==> src/rtl/mips_multicycle_core_if.sv <==
// mips_multicycle_core_if
//   Shared instruction/data memory port of the multi-cycle MIPS core.
//   A transfer completes on the rising edge where mem_req=1 and mem_ready=1.
//   Ports (master = core, slave = memory):
//     mem_req    master->slave  request valid, held stable until completion
//     mem_we     master->slave  1 = store, 0 = load/fetch
//     mem_addr   master->slave  word-aligned byte address (ADDR_W bits)
//     mem_wdata  master->slave  store data
//     mem_rdata  slave->master  read data, valid while mem_ready=1
//     mem_ready  slave->master  completes the pending request
interface mips_multicycle_core_if #(
   parameter int ADDR_W = 12
) ();
   logic              mem_req;
   logic              mem_we;
   logic [ADDR_W-1:0] mem_addr;
   logic [31:0]       mem_wdata;
   logic [31:0]       mem_rdata;
   logic              mem_ready;

   modport master (
      output mem_req, mem_we, mem_addr, mem_wdata,
      input  mem_rdata, mem_ready
   );

   modport slave (
      input  mem_req, mem_we, mem_addr, mem_wdata,
      output mem_rdata, mem_ready
   );
endinterface

==> src/rtl/mips_multicycle_core.sv <==
// mips_multicycle_core
//   Multi-cycle MIPS-I integer core (FETCH/DECODE/EXEC/MEM/WB) sharing one
//   memory port for instructions and data, tolerant of wait-state memories.
//   Subset: addu subu and or slt, lw sw beq ori addiu lui, and optionally j.
//   Build option: define MIPS_JUMP_EN to execute j (opcode 6'h02); otherwise
//   j is treated as an unsupported instruction (illegal pulse, NOP).
//   Ports:
//     CLK      clock, rising edge
//     RST      synchronous active-high reset
//     mem      memory port (master side of mips_multicycle_core_if)
//     retire   one-cycle pulse when an instruction completes
//     pc_dbg   PC of the instruction in flight
//     illegal  one-cycle pulse for an unsupported opcode/funct
module mips_multicycle_core #(
   parameter int                ADDR_W   = 12,
   parameter logic [ADDR_W-1:0] RESET_PC = '0
) (
   input  logic                   CLK,
   input  logic                   RST,
   mips_multicycle_core_if.master mem,
   output logic                   retire,
   output logic [ADDR_W-1:0]      pc_dbg,
   output logic                   illegal
);

   localparam logic [5:0] OP_RTYPE = 6'h00;
   localparam logic [5:0] OP_J     = 6'h02;
   localparam logic [5:0] OP_BEQ   = 6'h04;
   localparam logic [5:0] OP_ADDIU = 6'h09;
   localparam logic [5:0] OP_ORI   = 6'h0d;
   localparam logic [5:0] OP_LUI   = 6'h0f;
   localparam logic [5:0] OP_LW    = 6'h23;
   localparam logic [5:0] OP_SW    = 6'h2b;

   localparam logic [5:0] FN_ADDU  = 6'h21;
   localparam logic [5:0] FN_SUBU  = 6'h23;
   localparam logic [5:0] FN_AND   = 6'h24;
   localparam logic [5:0] FN_OR    = 6'h25;
   localparam logic [5:0] FN_SLT   = 6'h2a;

   typedef enum logic [2:0] {
      S_FETCH,
      S_DECODE,
      S_EXEC,
      S_MEM,
      S_WB
   } state_t;

   // control state (reset)
   state_t            state_q, state_d;
   logic [ADDR_W-1:0] pc_q, pc_d;
   logic [ADDR_W-1:0] ipc_q, ipc_d;
   logic              req_q, req_d;
   logic              we_q, we_d;
   logic [ADDR_W-1:0] addr_q, addr_d;
   logic [31:0]       wdata_q, wdata_d;
   logic [31:0]       gpr_q [32];

   // datapath registers (no reset needed)
   logic [31:0]       ir_q, ir_d;
   logic [31:0]       a_q, a_d;
   logic [31:0]       b_q, b_d;
   logic [ADDR_W-1:0] bt_q, bt_d;
   logic [31:0]       alu_q, alu_d;
   logic [31:0]       mdr_q, mdr_d;

   // register-file write port
   logic              wr_en;
   logic [4:0]        wr_idx;
   logic [31:0]       wr_data;

   // instruction fields
   logic [5:0]  op, funct;
   logic [4:0]  rs, rt, rd;
   logic [15:0] imm;
   logic [31:0] sext_imm, zext_imm;

   assign op       = ir_q[31:26];
   assign rs       = ir_q[25:21];
   assign rt       = ir_q[20:16];
   assign rd       = ir_q[15:11];
   assign funct    = ir_q[5:0];
   assign imm      = ir_q[15:0];
   assign sext_imm = {{16{imm[15]}}, imm};
   assign zext_imm = {16'h0, imm};

`ifdef MIPS_JUMP_EN
   // Target keeps the top PC nibble; for narrow PCs those bits are zero.
   logic [31:0]       jmp_full;
   logic [ADDR_W-1:0] jmp_pc;
   assign jmp_full = {32'(pc_q) >> 28, ir_q[25:0], 2'b00} & 32'hffff_ffff;
   assign jmp_pc   = jmp_full[ADDR_W-1:0];
`endif

   // ALU result and instruction legality, evaluated from IR/A/B in EXEC
   logic [31:0] alu_res;
   logic        op_ok;

   always_comb begin
      alu_res = '0;
      op_ok   = 1'b0;
      case (op)
         OP_RTYPE: begin
            op_ok = 1'b1;
            case (funct)
               FN_ADDU: alu_res = a_q + b_q;
               FN_SUBU: alu_res = a_q - b_q;
               FN_AND:  alu_res = a_q & b_q;
               FN_OR:   alu_res = a_q | b_q;
               FN_SLT:  alu_res = {31'b0, ($signed(a_q) < $signed(b_q))};
               default: op_ok = 1'b0;
            endcase
         end
         OP_ADDIU, OP_LW, OP_SW: begin
            op_ok   = 1'b1;
            alu_res = a_q + sext_imm;
         end
         OP_ORI: begin
            op_ok   = 1'b1;
            alu_res = a_q | zext_imm;
         end
         OP_LUI: begin
            op_ok   = 1'b1;
            alu_res = {imm, 16'h0};
         end
         OP_BEQ: op_ok = 1'b1;
`ifdef MIPS_JUMP_EN
         OP_J:   op_ok = 1'b1;
`endif
         default: op_ok = 1'b0;
      endcase
   end

   logic [ADDR_W-1:0] next_pc;

   always_comb begin
      state_d = state_q;
      pc_d    = pc_q;
      ipc_d   = ipc_q;
      req_d   = req_q;
      we_d    = we_q;
      addr_d  = addr_q;
      wdata_d = wdata_q;
      ir_d    = ir_q;
      a_d     = a_q;
      b_d     = b_q;
      bt_d    = bt_q;
      alu_d   = alu_q;
      mdr_d   = mdr_q;
      wr_en   = 1'b0;
      wr_idx  = rt;
      wr_data = alu_q;
      retire  = 1'b0;
      illegal = 1'b0;
      next_pc = pc_q;

      case (state_q)
         // ---- FETCH: raise the request if not already up, wait for ready
         S_FETCH: begin
            if (!req_q) begin
               req_d  = 1'b1;
               we_d   = 1'b0;
               addr_d = pc_q;
            end else if (mem.mem_ready) begin
               req_d   = 1'b0;
               ir_d    = mem.mem_rdata;
               ipc_d   = pc_q;
               pc_d    = pc_q + ADDR_W'(4);
               state_d = S_DECODE;
            end
         end
         // ---- DECODE: operand read and branch target (PC already +4)
         S_DECODE: begin
            a_d     = gpr_q[rs];
            b_d     = gpr_q[rt];
            bt_d    = pc_q + ADDR_W'(sext_imm << 2);
            state_d = S_EXEC;
         end
         // ---- EXEC: a request issued here completes in the first cycle
         //      of the next state when the memory has no wait states
         S_EXEC: begin
            alu_d = alu_res;
            if (!op_ok) begin
               illegal = 1'b1;
               state_d = S_FETCH;
               req_d   = 1'b1;
               we_d    = 1'b0;
               addr_d  = pc_q;
            end else if (op == OP_BEQ) begin
               next_pc = (a_q == b_q) ? bt_q : pc_q;
               retire  = 1'b1;
               pc_d    = next_pc;
               state_d = S_FETCH;
               req_d   = 1'b1;
               we_d    = 1'b0;
               addr_d  = next_pc;
`ifdef MIPS_JUMP_EN
            end else if (op == OP_J) begin
               retire  = 1'b1;
               pc_d    = jmp_pc;
               state_d = S_FETCH;
               req_d   = 1'b1;
               we_d    = 1'b0;
               addr_d  = jmp_pc;
`endif
            end else if (op == OP_LW || op == OP_SW) begin
               state_d = S_MEM;
               req_d   = 1'b1;
               we_d    = (op == OP_SW);
               addr_d  = {alu_res[ADDR_W-1:2], 2'b00};
               if (op == OP_SW) begin
                  wdata_d = b_q;
               end
            end else begin
               state_d = S_WB;
            end
         end
         // ---- MEM: store retires on completion, load moves on to WB.
         //      The request always drops for a cycle after completion.
         S_MEM: begin
            if (req_q && mem.mem_ready) begin
               req_d = 1'b0;
               we_d  = 1'b0;
               if (we_q) begin
                  retire  = 1'b1;
                  state_d = S_FETCH;
               end else begin
                  mdr_d   = mem.mem_rdata;
                  state_d = S_WB;
               end
            end
         end
         // ---- WB: register write and retire, fetch of the next PC issued
         S_WB: begin
            wr_idx  = (op == OP_RTYPE) ? rd : rt;
            wr_data = (op == OP_LW) ? mdr_q : alu_q;
            wr_en   = (wr_idx != 5'd0);
            retire  = 1'b1;
            state_d = S_FETCH;
            req_d   = 1'b1;
            we_d    = 1'b0;
            addr_d  = pc_q;
         end
         default: state_d = S_FETCH;
      endcase
   end

   always_ff @(posedge CLK) begin
      if (RST) begin
         state_q <= S_FETCH;
         pc_q    <= RESET_PC;
         ipc_q   <= RESET_PC;
         req_q   <= 1'b0;
         we_q    <= 1'b0;
         addr_q  <= RESET_PC;
         wdata_q <= '0;
         for (int i = 0; i < 32; i++) begin
            gpr_q[i] <= '0;
         end
      end else begin
         state_q <= state_d;
         pc_q    <= pc_d;
         ipc_q   <= ipc_d;
         req_q   <= req_d;
         we_q    <= we_d;
         addr_q  <= addr_d;
         wdata_q <= wdata_d;
         if (wr_en) begin
            gpr_q[wr_idx] <= wr_data;
         end
      end
   end

   always_ff @(posedge CLK) begin
      ir_q  <= ir_d;
      a_q   <= a_d;
      b_q   <= b_d;
      bt_q  <= bt_d;
      alu_q <= alu_d;
      mdr_q <= mdr_d;
   end

   assign mem.mem_req   = req_q;
   assign mem.mem_we    = we_q;
   assign mem.mem_addr  = addr_q;
   assign mem.mem_wdata = wdata_q;
   assign pc_dbg        = (state_q == S_FETCH) ? pc_q : ipc_q;

endmodule
==> src/flat_wrapper.sv <==
// flat-port wrapper written by rule: the top's interface ports become plain ports
module mips_multicycle_core_flat 
#(
   parameter int                ADDR_W   = 12,
   parameter logic [ADDR_W-1:0] RESET_PC = '0
)
  (CLK, RST, retire, pc_dbg, illegal, mem_mem_req, mem_mem_we, mem_mem_addr, mem_mem_wdata, mem_mem_rdata, mem_mem_ready);
  mips_multicycle_core_if #(.ADDR_W(ADDR_W)) mem_i ();
  input  logic CLK;
  input  logic RST;
  output logic retire;
  output logic [ADDR_W-1:0] pc_dbg;
  output logic illegal;
  output wire logic [$bits(mem_i.mem_req)-1:0] mem_mem_req;
  output wire logic [$bits(mem_i.mem_we)-1:0] mem_mem_we;
  output wire logic [$bits(mem_i.mem_addr)-1:0] mem_mem_addr;
  output wire logic [$bits(mem_i.mem_wdata)-1:0] mem_mem_wdata;
  input wire logic [$bits(mem_i.mem_rdata)-1:0] mem_mem_rdata;
  input wire logic [$bits(mem_i.mem_ready)-1:0] mem_mem_ready;
  assign mem_mem_req = mem_i.mem_req;
  assign mem_mem_we = mem_i.mem_we;
  assign mem_mem_addr = mem_i.mem_addr;
  assign mem_mem_wdata = mem_i.mem_wdata;
  assign mem_i.mem_rdata = mem_mem_rdata;
  assign mem_i.mem_ready = mem_mem_ready;
  mips_multicycle_core #(.ADDR_W(ADDR_W), .RESET_PC(RESET_PC)) u_core (.CLK(CLK), .RST(RST), .mem(mem_i), .retire(retire), .pc_dbg(pc_dbg), .illegal(illegal));
endmodule
==> config.mk <==
export PLATFORM = sky130hd
export DESIGN_NAME = mips_multicycle_core_flat
export DESIGN_NICKNAME = d
export VERILOG_FILES = /design/src/rtl/mips_multicycle_core_if.sv /design/src/rtl/mips_multicycle_core.sv /design/src/flat_wrapper.sv
export SDC_FILE = /design/constraint.sdc
export NUM_CORES = 2
export LEC_CHECK = 0
export ABC_AREA = 0
export ABC_CLOCK_PERIOD_IN_PS = 8750
export CAP_MARGIN = 20
export CELL_PAD_IN_SITES_DETAIL_PLACEMENT = 1
export CELL_PAD_IN_SITES_GLOBAL_PLACEMENT = 2
export CORE_MARGIN = 2
export CORE_UTILIZATION = 30
export DETAILED_ROUTE_END_ITERATION = 8
export HOLD_SLACK_MARGIN = 0.08
export PLACE_DENSITY_LB_ADDON = 0.25
export SLEW_MARGIN = 5
export SYNTH_ARGS = -nofsm -noshare
export SYNTH_HDL_FRONTEND = slang
export SYNTH_SLANG_ARGS = --single-unit
==> constraint.sdc <==
create_clock -name CLK -period 8.75 [get_ports CLK]
set_input_delay 1.75 -clock CLK [delete_from_list [all_inputs] [get_ports CLK]]
set_output_delay 1.75 -clock CLK [all_outputs]
set_load 0.03 [all_outputs]
Word-level counts from Yosys, hierarchy flattened
Memory sizes are Yosys's and may differ from the RTL's. A register that Yosys moved wholly into a read port is not among the register bits.
Cells that the tools add are included.
{ "op_classes": {"reduce_logical": 20, "n_eq_ne": 23, "magnitude_cmp": 1, "n_mux": 56, "addsub": 5, "bitwise": 5} }
{ "op_table": {"columns": ["operator", "count"], "rows": [
  ["$pmux W32 S5", 1],
  ["$pmux W32 S4", 1],
  ["$mux W12", 10],
  ["$mux W32", 3],
  ["$add A32 B32 Y32", 2],
  ["$eq A6 B6 Y1 const B", 7],
  ["$pmux W12 S3", 1],
  ["$and A32 B32 Y32", 1],
  ["$eq A32 B32 Y1", 1],
  ["$lt A32 B32 Y1", 1],
  ["$or A32 B16 Y32", 1],
  ["$or A32 B32 Y32", 1],
  ["$reduce_or A32 Y1", 1],
  ["$sub A32 B32 Y32", 1],
  ["$mux W1", 24],
  ["$pmux W12 S2", 1],
  ["$mux W3", 7],
  ["$eq A6 B4 Y1 const B", 3],
  ["$mux W5", 3],
  ["$reduce_and A3 Y1", 5],
  ["$add A12 B12 Y12", 1],
  ["$add A12 B3 Y12 const B", 1],
  ["$pmux W3 S4", 1],
  ["$reduce_and A5 Y1", 2],
  ["other kinds (23)", 30]
]} }
{ "totals": {"wordCells": 122, "input_bits": 35, "ram_bits": 1024, "out_inout_bits": 60, "mem_count": 1, "regBits": 181} }
{ "memory_table": {"columns": ["memory", "words", "word_bits", "read_ports", "rd_ports_with_merged_regs", "write_ports", "line_no", "text"], "rows": [
  ["u_core.gpr_q", 32, 32, 2, 2, 32, "mips_multicycle_core.sv:57", "logic [31:0] gpr_q [32];"]
]} }

Logic depth before layout (Yosys ltp)
{ "logic_depth": {"ltp_word": 9, "depth_mapped": 14, "ltp_nobuf": 13} }

Worst setup path after synthesis
No wires, ideal clock.
{ "synth_timing": {"kind": "in2reg", "from": "input port mem_mem_ready", "to": "register u_core.mdr_q[0] (enable)", "setup_time_ps": 464, "path_buffers": 0, "path_slack_ps": 4149, "required_time_ps": 8286, "arrival_time_ps": 4138, "stages": 2, "cell_sequence": "nand3_1 nor3_1"} }
{ "synth_between": {"elab_chain_cells": 2} }
{ "synth_rtl": {"columns": ["item", "line_no", "text"], "rows": [
  ["start: declaration", "flat_wrapper.sv:19", "input wire logic [$bits(mem_i.mem_ready)-1:0] mem_mem_ready;"],
  ["$logic_and A1 B1 Y1", "mips_multicycle_core.sv:221", "if (req_q && mem.mem_ready) begin"],
  ["$reduce_and A3 Y1 (no source line)", null, null],
  ["end signal: assignment", "mips_multicycle_core.sv:280", "mdr_q <= mdr_d;"],
  ["end: declaration", "mips_multicycle_core.sv:65", "logic [31:0] mdr_q, mdr_d;"]
]} }
Every way passes these cells.
A chain may end at the register's enable or synchronous reset.

Worst setup path after layout
{ "layout_timing": {"from": "input port mem_mem_ready", "to": "output port retire"} }
{ "layout_between": {"elab_chain_cells": 3} }
{ "layout_rtl": {"columns": ["item", "line_no", "text"], "rows": [
  ["$logic_and A1 B1 Y1", "mips_multicycle_core.sv:221", null],
  ["$mux W1", "mips_multicycle_core.sv:221", null],
  ["$pmux W1 S3", "mips_multicycle_core.sv:157", "case (state_q)"],
  ["end: declaration", "flat_wrapper.sv:11", "output logic retire;"]
]} }
Every way passes these cells.

==> flow_summary.toml <==
[clock_tree]
clock-sinks = 1269
tritoncts = "done"
ctsResizeCount = 0
root_buffer = "clkbuf_16"
ctsHoldBuffers = 0
insertion_delay_ps = 810
cts_buffer_depth = 3
clk_pin_slew_ps = 60
htreeDepth = 4
cts_inserted_buffers = 151
post_cts_buffers = 0

[place]
pre_cts_ws_ps = 2563
port_buffers = 94
dpl.hpwl_um = 173700
dpl.cell_count = 7725
place_congestion = 0.8374

[sta]
worst_pin_slew_ps = 1125
max_freq_mhz = 169.5
rsz0062_at_grt = "no"
layout_min_cycle_time_ps = 5899
hold_viol_final = 0
report.final.setup_viol = 0
slew_viol_final = 0
finClkSkew_ps = 41.32
fin_tns_setup_ps = 0
finalCritPeriodShare = 0.6742
fin_ws_ps = 2851
slew_headroom = 0.2498

[die]
ios = 95
initial_utilization = 0.3020
rows = 174
die_w_um = 480.0
core-area_sq_um = 225100
die_h_um = 480.0
die_area_sq_um = 230400

[detailed_routing]
via_per_inst = 5.542
ant_nets = 0
wirelength_um = 258500
detail_route.wl_per_cell_um = 32.28
drt-initial-drc-count = 4962
drc = 0
first_pass_iters = 5
vias = 44375

[yosys]
avgSynthCellArea_sq_um = 13.82
synthTopCellsByCount = "edfxtp_1 (1196), nor2_1 (1116), mux4_2 (640), clkbuf_1 (274), nand2_1 (215)"
syn_inst = 4917
async_flop_share = 0
synth_area_leaders = "edfxtp_1 (53%), mux4_2 (21%), nor2_1 (6.2%), ha_1 (3.0%), dfxtp_1 (2.1%)"
synth_top_area_frac = 0.5283
ys_types = 94
yosysSeqAreaShare = 0.5498
synth_warnings = 0
yosys.area.top_type = "edfxtp_1"
synth_edf_count = 1196
syn_area_sq_um = 67980
yosysMostFrequentCell = "edfxtp_1"
synth-seq-cells = 1269
synth_ff_type = "edfxtp_1"

[worst_setup_path]
end_kind = "primary output"
crit_type = "in -> out"
cp.required_ps = 7000
reg2reg_depth = 8
cp-start-kind = "primary input"
cp_max_fo = 5
rrSetupSlack_ps = 3240
timing.rr.start = "u_core.ir_q[26]"
critPathArrivalTime_ps = 4150
timing.rr.end = "u_core.gpr_q[18][28]"

[power]
ir_drop_mv = 0.2055
p_leak_nw = 26.24
p_sw_mw = 3.817
pwr-share-comb = 0.103
seqPwrFrac = 0.469
p_per_area_nw_per_um2 = 191.9
clkPwrFrac = 0.429
intPower_mw = 11.08
p_sw_frac = 0.2562

[final_layout]
seq_area_sq_um = 37380
utilization = 0.3449
area_delta_synth_final_pct = 14.21
drive_gt1_frac = 0.2409
nNetsFinal = 5093
multi_input_area_sq_um = 29020
fill_cells = 23476
instances_no_fill = 8007

[worst_hold_path]
hold_depth = 2
hold_end = "u_core.mem.mem_wdata[7]"
hold_class = "reg -> reg"
worstHoldStart = "u_core.mem.mem_wdata[7]"

[global_routing]
grt_max_degree = 122
gr-total-overflow = 0
grt_antenna_before_repair = 31
grt_pass1_wl_um = 363300
first_global_vias = 45801
grt.total_usage = 0.2225

[flow_run]
drv_cap = 0

[status]
outcome = "completed"
==> power by group through the flow <==
| stage | Combinational (mW) | Clock, mW | Sequential (mW) |
|---|---|---|---|
| final | 1.53 | 6.38 | 6.98 |
| after global routing | 1.61 | 6.72 | 7.00 |
| after CTS | 1.53 | 6.51 | 6.98 |
| after detailed placement | 1.53 | 0 | 7.11 |
| after global placement | 1.51 | 0 | 7.09 |
| after floorplan | 0.920 | 0 | 7.05 |
==> placed cells by master (no fill, tap or decap), types with 73 or more instances in the layout <==
cell,n
clkbuf_16,156
a21oi_1,192
o21ai_0,102
ha_1,165
edfxtp_1,1196
mux4_2,640
clkdlybuf4s50_1,93
nor2_1,1114
dfxtp_1,73
nand2_1,184
inv_1,126
buf_4,115
mux2_2,77
==> per-layer routing <==
layer	GRT usage	wire length [um]
met4	0.04740	5344
met3	0.04258	17630
met2	0.3657	124300
met1	0.3055	111100
met5	0	60
==> per-stage QoR <==
stage,total power [mW],hold slack [ps],cell area [sq um]
6_report,14.90,452.0,77630
5_1_grt,15.33,476.0,77630
4_1_cts,15.03,455.9,77570
3_5_place_dp,8.634,447.4,72680
3_3_place_gp,8.607,440.4,72540
2_1_floorplan,7.967,433.8,68090
==> kinds of logic after synthesis <==
logic type / count (synthesis) / share of synthesized area
fa+ha+maj: 169 / 0.03155
xor+xnor: 65 / 0.008375
simple gates: 1544 / 0.09404
compound gates: 528 / 0.04972
buf+inv: 566 / 0.03308
flops: 1269 / 0.5498
mux: 775 / 0.2334
other cells: 1 / 0.00005517
==> worst max-delay path, cell delays in order <==
cell,delay (ps)
clkdlybuf4s50_1,600
nand2_1,180
o22ai_1,150
nand2_1,80
o21ai_0,570
clkdlybuf4s50_1,810
==> worst max-delay path by stage <==
stage	slack (ps)	end	cells after the start	startpoint
after floorplan	4150	u_core.mdr_q[0]	2	mem_mem_ready
after global placement	2490	u_core.gpr_q[31][2]	6	RST
after detailed placement	2560	u_core.gpr_q[18][19]	6	RST
after CTS	2910	retire	6	mem_mem_ready
after global routing	2780	retire	6	mem_mem_ready
final	2850	retire	6	mem_mem_ready
==> cell type report <==
class	instances	area share
Multi-Input combinational cell	3113	0.3738
Clock inverter	90	0.01125
Clock buffer	185	0.05169
Timing Repair Buffer	224	0.02711
Tap cell	2992	0.04822
Sequential cell	1269	0.4814
Inverter	130	0.006350
Antenna cell	4	0.0001289
==> registers in the layout (all words and copies together), names as in the netlist <==
register              count
u_core.a_q               32
u_core.mem.mem_req        1
u_core.gpr_q           1024
u_core.ir_q              32
u_core.mem.mem_addr      12
u_core.mem.mem_we         1
u_core.mdr_q             32
u_core.mem.mem_wdata     32
u_core.b_q               32
u_core.ipc_q             12
u_core.alu_q             32
u_core.pc_q              12
u_core.bt_q              12
u_core.state_q            3
No activity file was read; power rests on OpenSTA's default activity.
